<file path="src/rtl/cycle_count_ctrl.sv">
// cycle_count_ctrl: run-control sequencer for the performance counters.
//
// A small FSM (IDLE/RUN/PAUSE/DONE) gates a cycle counter and an
// instructions-retired counter. The commands start/stop/clear are levels
// sampled every clock, with priority clear > stop > start. A registered
// read port returns counter values or status with a fixed latency of one
// cycle. The block only observes the retire pulse and never stalls the core.
//
// Optional build macro:
//   CC_LIMIT_EN - when defined, RUN auto-terminates into DONE once
//                 cycle_cnt reaches CYCLE_LIMIT. When undefined, DONE is
//                 unreachable and done is tied low.
//
// Ports:
//   clk       in   system clock, all state on posedge
//   rst       in   asynchronous, active-high reset
//   start     in   begin/resume counting
//   stop      in   pause counting
//   clear     in   zero counters and flags, return to IDLE
//   retire    in   one instruction retired this cycle
//   rd_req    in   read request
//   rd_sel    in   0=cycle_cnt, 1=instret_cnt, 2=status, 3=reserved (reads 0)
//   rd_valid  out  read data valid, one cycle after rd_req
//   rd_data   out  read data (WIDTH bits)
//   running   out  high while state==RUN
//   overflow  out  sticky, set when either counter wraps
//   done      out  one-cycle pulse on entry to DONE
//
// Status word: [1:0]=state, [2]=overflow, [3]=running, upper bits zero.

module cycle_count_ctrl #(
  parameter int WIDTH       = 16,
  parameter int CYCLE_LIMIT = 1000
) (
  input  logic             clk,
  input  logic             rst,
  input  logic             start,
  input  logic             stop,
  input  logic             clear,
  input  logic             retire,
  input  logic             rd_req,
  input  logic [1:0]       rd_sel,
  output logic             rd_valid,
  output logic [WIDTH-1:0] rd_data,
  output logic             running,
  output logic             overflow,
  output logic             done
);

  // The status word needs 4 bits; a limit below 2 leaves no room to run.
  if (WIDTH < 4) begin : g_bad_width
    $error("cycle_count_ctrl: WIDTH must be at least 4");
  end
  if (CYCLE_LIMIT < 2) begin : g_bad_limit
    $error("cycle_count_ctrl: CYCLE_LIMIT must be at least 2");
  end

  typedef enum logic [1:0] {
    S_IDLE  = 2'd0,
    S_RUN   = 2'd1,
    S_PAUSE = 2'd2,
    S_DONE  = 2'd3
  } state_t;

  localparam logic [WIDTH-1:0] ALL_ONES = {WIDTH{1'b1}};

  state_t           state_q, state_d;
  logic [WIDTH-1:0] cycle_q, cycle_d;
  logic [WIDTH-1:0] instret_q, instret_d;
  logic             ovf_q, ovf_d;
  logic             rd_valid_q;
  logic [WIDTH-1:0] rd_data_q, rd_data_d;
  logic             hit_limit;

`ifdef CC_LIMIT_EN
  localparam logic [WIDTH-1:0] LIMIT_M1 = WIDTH'(CYCLE_LIMIT - 1);
  // The edge that sees cycle_cnt==CYCLE_LIMIT-1 in RUN is the terminating one;
  // its normal increment lands cycle_cnt exactly on CYCLE_LIMIT.
  assign hit_limit = (state_q == S_RUN) && (cycle_q == LIMIT_M1);
`else
  assign hit_limit = 1'b0;
`endif

  // Next-state logic. clear beats everything; in RUN the limit beats stop.
  always_comb begin
    state_d = state_q;
    if (clear) begin
      state_d = S_IDLE;
    end else begin
      unique case (state_q)
        S_IDLE: begin
          if (start) state_d = S_RUN;
        end
        S_RUN: begin
          if (hit_limit)  state_d = S_DONE;
          else if (stop)  state_d = S_PAUSE;
        end
        S_PAUSE: begin
          if (stop)       state_d = S_PAUSE;
          else if (start) state_d = S_RUN;
        end
        S_DONE: begin
          state_d = S_DONE;
        end
        default: state_d = S_IDLE;
      endcase
    end
  end

  // Counter and overflow update. Counting depends on the state before the
  // edge, so the increment at a stop edge still happens.
  always_comb begin
    cycle_d   = cycle_q;
    instret_d = instret_q;
    ovf_d     = ovf_q;
    if (clear) begin
      cycle_d   = '0;
      instret_d = '0;
      ovf_d     = 1'b0;
    end else if (state_q == S_RUN) begin
      cycle_d = cycle_q + 1'b1;
      if (cycle_q == ALL_ONES) ovf_d = 1'b1;
      if (retire) begin
        instret_d = instret_q + 1'b1;
        if (instret_q == ALL_ONES) ovf_d = 1'b1;
      end
    end
  end

  // Read mux samples pre-update values; without a request the data holds.
  always_comb begin
    rd_data_d = rd_data_q;
    if (rd_req) begin
      unique case (rd_sel)
        2'd0:    rd_data_d = cycle_q;
        2'd1:    rd_data_d = instret_q;
        2'd2:    rd_data_d = {{(WIDTH-4){1'b0}}, running, ovf_q, state_q};
        default: rd_data_d = '0;
      endcase
    end
  end

  always_ff @(posedge clk or posedge rst) begin
    if (rst) begin
      state_q    <= S_IDLE;
      cycle_q    <= '0;
      instret_q  <= '0;
      ovf_q      <= 1'b0;
      rd_valid_q <= 1'b0;
      rd_data_q  <= '0;
    end else begin
      state_q    <= state_d;
      cycle_q    <= cycle_d;
      instret_q  <= instret_d;
      ovf_q      <= ovf_d;
      rd_valid_q <= rd_req;
      rd_data_q  <= rd_data_d;
    end
  end

`ifdef CC_LIMIT_EN
  logic done_q, done_d;

  // Pulse for the single cycle following the RUN->DONE transition.
  assign done_d = (state_q == S_RUN) && (state_d == S_DONE);

  always_ff @(posedge clk or posedge rst) begin
    if (rst) done_q <= 1'b0;
    else     done_q <= done_d;
  end

  assign done = done_q;
`else
  assign done = 1'b0;
`endif

  assign running  = (state_q == S_RUN);
  assign overflow = ovf_q;
  assign rd_valid = rd_valid_q;
  assign rd_data  = rd_data_q;

endmodule

</file>
<file path="config.mk">
export PLATFORM = sky130hd
export DESIGN_NAME = cycle_count_ctrl
export DESIGN_NICKNAME = d
export VERILOG_FILES = /design/src/rtl/cycle_count_ctrl.sv
export SDC_FILE = /design/constraint.sdc
export NUM_CORES = 1
export LEC_CHECK = 0
export ABC_AREA = 1
export CORE_MARGIN = 5
export CORE_UTILIZATION = 25
export CTS_CLUSTER_DIAMETER = 80
export DETAILED_ROUTE_END_ITERATION = 10
export PLACE_DENSITY = 0.43
export SYNTH_ARGS = -nofsm -noshare
export SYNTH_HDL_FRONTEND = slang
export SYNTH_SLANG_ARGS = --single-unit
</file>
<file path="constraint.sdc">
create_clock -name clk -period 2.9 [get_ports clk]
set_input_delay 0.58 -clock clk [delete_from_list [all_inputs] [get_ports clk]]
set_output_delay 0.58 -clock clk [all_outputs]
set_load 0.005 [all_outputs]
</file>
* Yosys cells after proc, flatten, opt, wreduce, memory -nomap -nowiden *
Cells that the tools add are included.

word-level totals
  logic and storage cells = 37
  register bits = 52
  output and inout port bits = 20
  input port bits = 9

operators by class
  add/subtract/negate cells = 2
  multiplexer cells = 16
  equal/unequal tests = 8
  reductions and logical operators = 5

operator list
  cell                                                                    count
  16-bit two-way mux                                                      5
  16-bit case mux with 3 select lines                                     1
  16-bit by 1-bit adder with 16-bit output (second input constant)        2
  16-bit equality test (second input constant)                            2
  2-bit two-way mux                                                       4
  2-bit case mux with 4 select lines                                      1
  2-bit equality test (second input constant)                             3
  1-bit two-way mux                                                       5
  2-bit by 1-bit equality test with 1-bit output (second input constant)  2
  2-bit logical NOT                                                       2
  2-bit nonzero test                                                      2
  3-bit != test (second input constant)                                   1
  2-bit AND reduction                                                     1

* Logic depth before layout (Yosys ltp) *
  word-level depth = 6
  depth in mapped cells = 8
  mapped depth without buffers = 8

* Worst setup path before layout *
OpenSTA, ideal clock, no wires.

  kind = input port to flip-flop
  start = input port rd_sel[1]
  end = register rd_data_q[10], in the netlist rd_data[10]
  path buffers = 1
  library setup time = 0.082 ns
  stages on the path = 6
  slack = 1.569 ns
  data arrival time = 1.249 ns
  path through = inv_1 -> nand2_1 -> inv_1 -> clkbuf_1 -> nand2_1 -> a31oi_1

on the way
  longest elaborated chain between the ends = 2
  elaborated cells on any way between the ends = 4
  classes of those cells = 2 x eq/ne; 1 x mux; 1 x reduce/logical

ends and longest elaborated chain
  what                                         line  text
  from (decl)                                  42    input logic [1:0] rd_sel,
  2-bit equality test (tied with other cells)  134   unique case (rd_sel)
  16-bit case mux with 3 select lines *        134
  to (signal assigned)                         157   rd_data_q <= rd_data_d;
  to (decl)                                    72    logic [WIDTH-1:0] rd_data_q, rd_data_d;

Mark *: on every way between the ends. The rest lies on a longest branch, timed or not.
A chain may end at the register's enable or synchronous reset.

* Worst setup path after layout *
  start = register state_q[0]
  end = output port running

on the way
  longest elaborated chain between the ends = 1

ends and longest elaborated chain
  what                                            line  text
  from (decl)                                     67    state_t state_q, state_d;
  from (signal assigned)                          152   state_q <= state_d;
  2-bit by 1-bit equality test with 1-bit output  177   assign running = (state_q == S_RUN);
  to (decl)                                       45    output logic running,

Every way passes these cells.

==> metrics <==
status complete, no violations; worst-margin pin slew 0.5740 ns; Overall Global Routing Usage 11.24%; FFs w/ async S/R, synth 100.0%; most frequent cells in the layout 93 x nand2_1, 60 x nor2_1, 52 x dfrtp_1, 41 x inv_1, 27 x clkdlybuf4s50_1; WP data required 2.32 ns; crit-path max FO 9; Arr. time, crit path 1.74 ns; Post-synth top flop dfrtp_1; drt initial violations around 120; fraction of layout cells with a size suffix above 1 a little under a tenth; CTS clk-pin slew, worst paths 0.07 ns; row cnt 38; Chip Width 115.9 µm; clk_lat worst skew 0.29 ns; die area 13440 µm²; Post-synth EDFFs 0; NumNets Final 409; cts repair resizes 0; commonest non-fill, non-tap cell in the layout nand2_1; synthesized instance count 370; CTS root buf clkbuf_16; DP HPWL 5465 µm; cell family with most CP delay buffers and inverters; GRT overflow 0; fin cells around 540; #FFs+latches synth 52; P_leak 1.425 nW; worst vdd ir between 0.2 and 0.3 mV; Mapped Nets 381; first-pass GRT wire length between 10000 and 15000 µm; setup violators final 0; I/O Buffers 27; Syn. warnings 0; post-route ant nets 0; placed cell count 531; Die Span Y 115.9 µm; core area 10940 µm²; hold_sp rd_data[3]; CTS buffer count 5; fin crit period 2.318 ns; Starting Density ~26%; crit path launch type register; RSZ-0062 raised after global routing false; Highest Clock Rate 0.4314 GHz; vias in the first global route approximately 2400; HP Class reg2reg; Avg WL per Cell 13.19 µm; total power draw 1.522 mW; Tcrit/Tclk final 79.94%; sequential share of the synthesized area 46.39%; Max H-tree Level 2; worst setup path start state_q[0]; Synth cell types 31; Num Clock Sinks 52; number of vias in the routed layout 2391; PnR worst setup slack 0.5819 ns; Longest Clk Path Bufs 2; DRC 0; WS Path Type reg2out; Final Routed Wirelength 7112 µm; Largest stage delay, worst path 0.58 ns; cell area power density 450.3 nW/µm²; DR vias/cell about 4.4; Antenna Cells 0; Slew HR 61.68%; Post-CTS Setup Bufs 0; syn_area_per_cell roughly 7.6 µm²; number of buffers and inverters on the critical path 2; CP max stage cell dfrtp_1; layout overhead on the synthesized area 20.52%; Placer Congestion between 0.7 and 0.8; Clock Skew ~0.0065 ns; CP cell instances inv_2, nor2_4, clkdlybuf4s50_1; largest net degree at the start of global routing 29; CTS tree done; RR Startpoint cycle_q[1]; # IOs 29; endpoints failing hold 0; drt first pass iters 4; worst slack, placed approximately 0.71 ns; setup TNS 0 ns; initial antenna violation count 0; synthesized area 2805 µm²; max-capacitance violation count 0; crit path capture type output port; Fin Hold WS 0.5077 ns; hold-fix buffer count after cts 0; Max Slew Vio Count 0
## kinds of logic (layout without fill, tap and decap cells)
logic type	count (synthesis)	after routing	synth area share, %
mux	2	2	0.8028
simple gates	202	202	32.29
compound gates	55	55	10.93
fa+ha+maj	2	2	0.8919
flops	52	52	46.39
other cells	1	1	0.1337
buf+inv	56	85	8.564
## per-stage QoR
stage / utilization, % / instance area, µm²
5_1_grt: 30.92 / 3381
6_report: 30.92 / 3381
3_5_place_dp: 29.55 / 3232
2_1_floorplan: - / 2805
3_3_place_gp: 29.55 / 3232
4_1_cts: 30.92 / 3381
## worst reg2reg max path: cells and delay by family (launching register included)
| family | cells | cell delay, ns |
|---|---|---|
| AND/OR/NAND/NOR | 5 | 0.69 |
| buffers and inverters | 1 | 0.06 |
| flip-flops | 1 | 0.42 |
| adder cells (fa/ha/maj) | 1 | 0.29 |
## sequential cells by signal, indices dropped and copies added (netlist names)
name and flops:
cycle_q 16, instret_q 16, rd_data 16, state_q 2, overflow 1, rd_valid 1
## power breakdown
part           switching (mW)  leakage, nW  internal, mW
Sequential             0.0187        0.703         0.746
Combinational          0.0859        0.645        0.0674
Clock                   0.264       0.0766         0.341
Total                   0.368         1.42          1.15
## layout make-up
type	instances	area (µm²)
flip-flops and latches	52	1301
clock buffers	6	138.9
repair buffers	32	320.3
inverters	45	171.4
clock inverters	2	10.01
fillers	1189	7555
well taps	140	175.2
multi-input cells	262	1264
## cell usage after synthesis (3+ instances only)
| cell | number | area share [%] |
|---|---|---|
| nand2_1 | 93 | 12 |
| nor2_1 | 60 | 8.0 |
| dfrtp_1 | 52 | 46 |
| inv_1 | 42 | 5.6 |
| a21oi_1 | 18 | 3.2 |
| nand3_1 | 18 | 3.2 |
| o21ai_0 | 16 | 2.9 |
| a31oi_1 | 13 | 2.9 |
| nand4_1 | 10 | 2.2 |
| clkbuf_1 | 5 | 0.67 |
| nor2_2 | 5 | 1.1 |
| nor3_1 | 4 | 0.71 |
| nand2_4 | 3 | 1.2 |
| nor2_4 | 3 | 1.2 |
| o211ai_1 | 3 | 0.80 |
## final timing paths
check,to,slack [ns],cells past startpoint
max,running,0.58,3
min,rd_data[3],0.51,1
max reg2reg,overflow,1.37,7
min reg2reg,rd_data[3],0.51,1
max in group asynchronous,instret_q[10],1.67,3
min in group asynchronous,rd_data[3],0.67,2
## metal layers
layer	share of wire [%]	vias to the layer above	wire length, µm	GRT usage (%)
met5	0	-	0	0
met4	1.2	0	87	3.248
met3	3.7	4	260	2.193
met2	45	43	3184	17.91
met1	50	1096	3580	15.51
li1	-	1248	-	-
(Power assumes the default switching activity.)
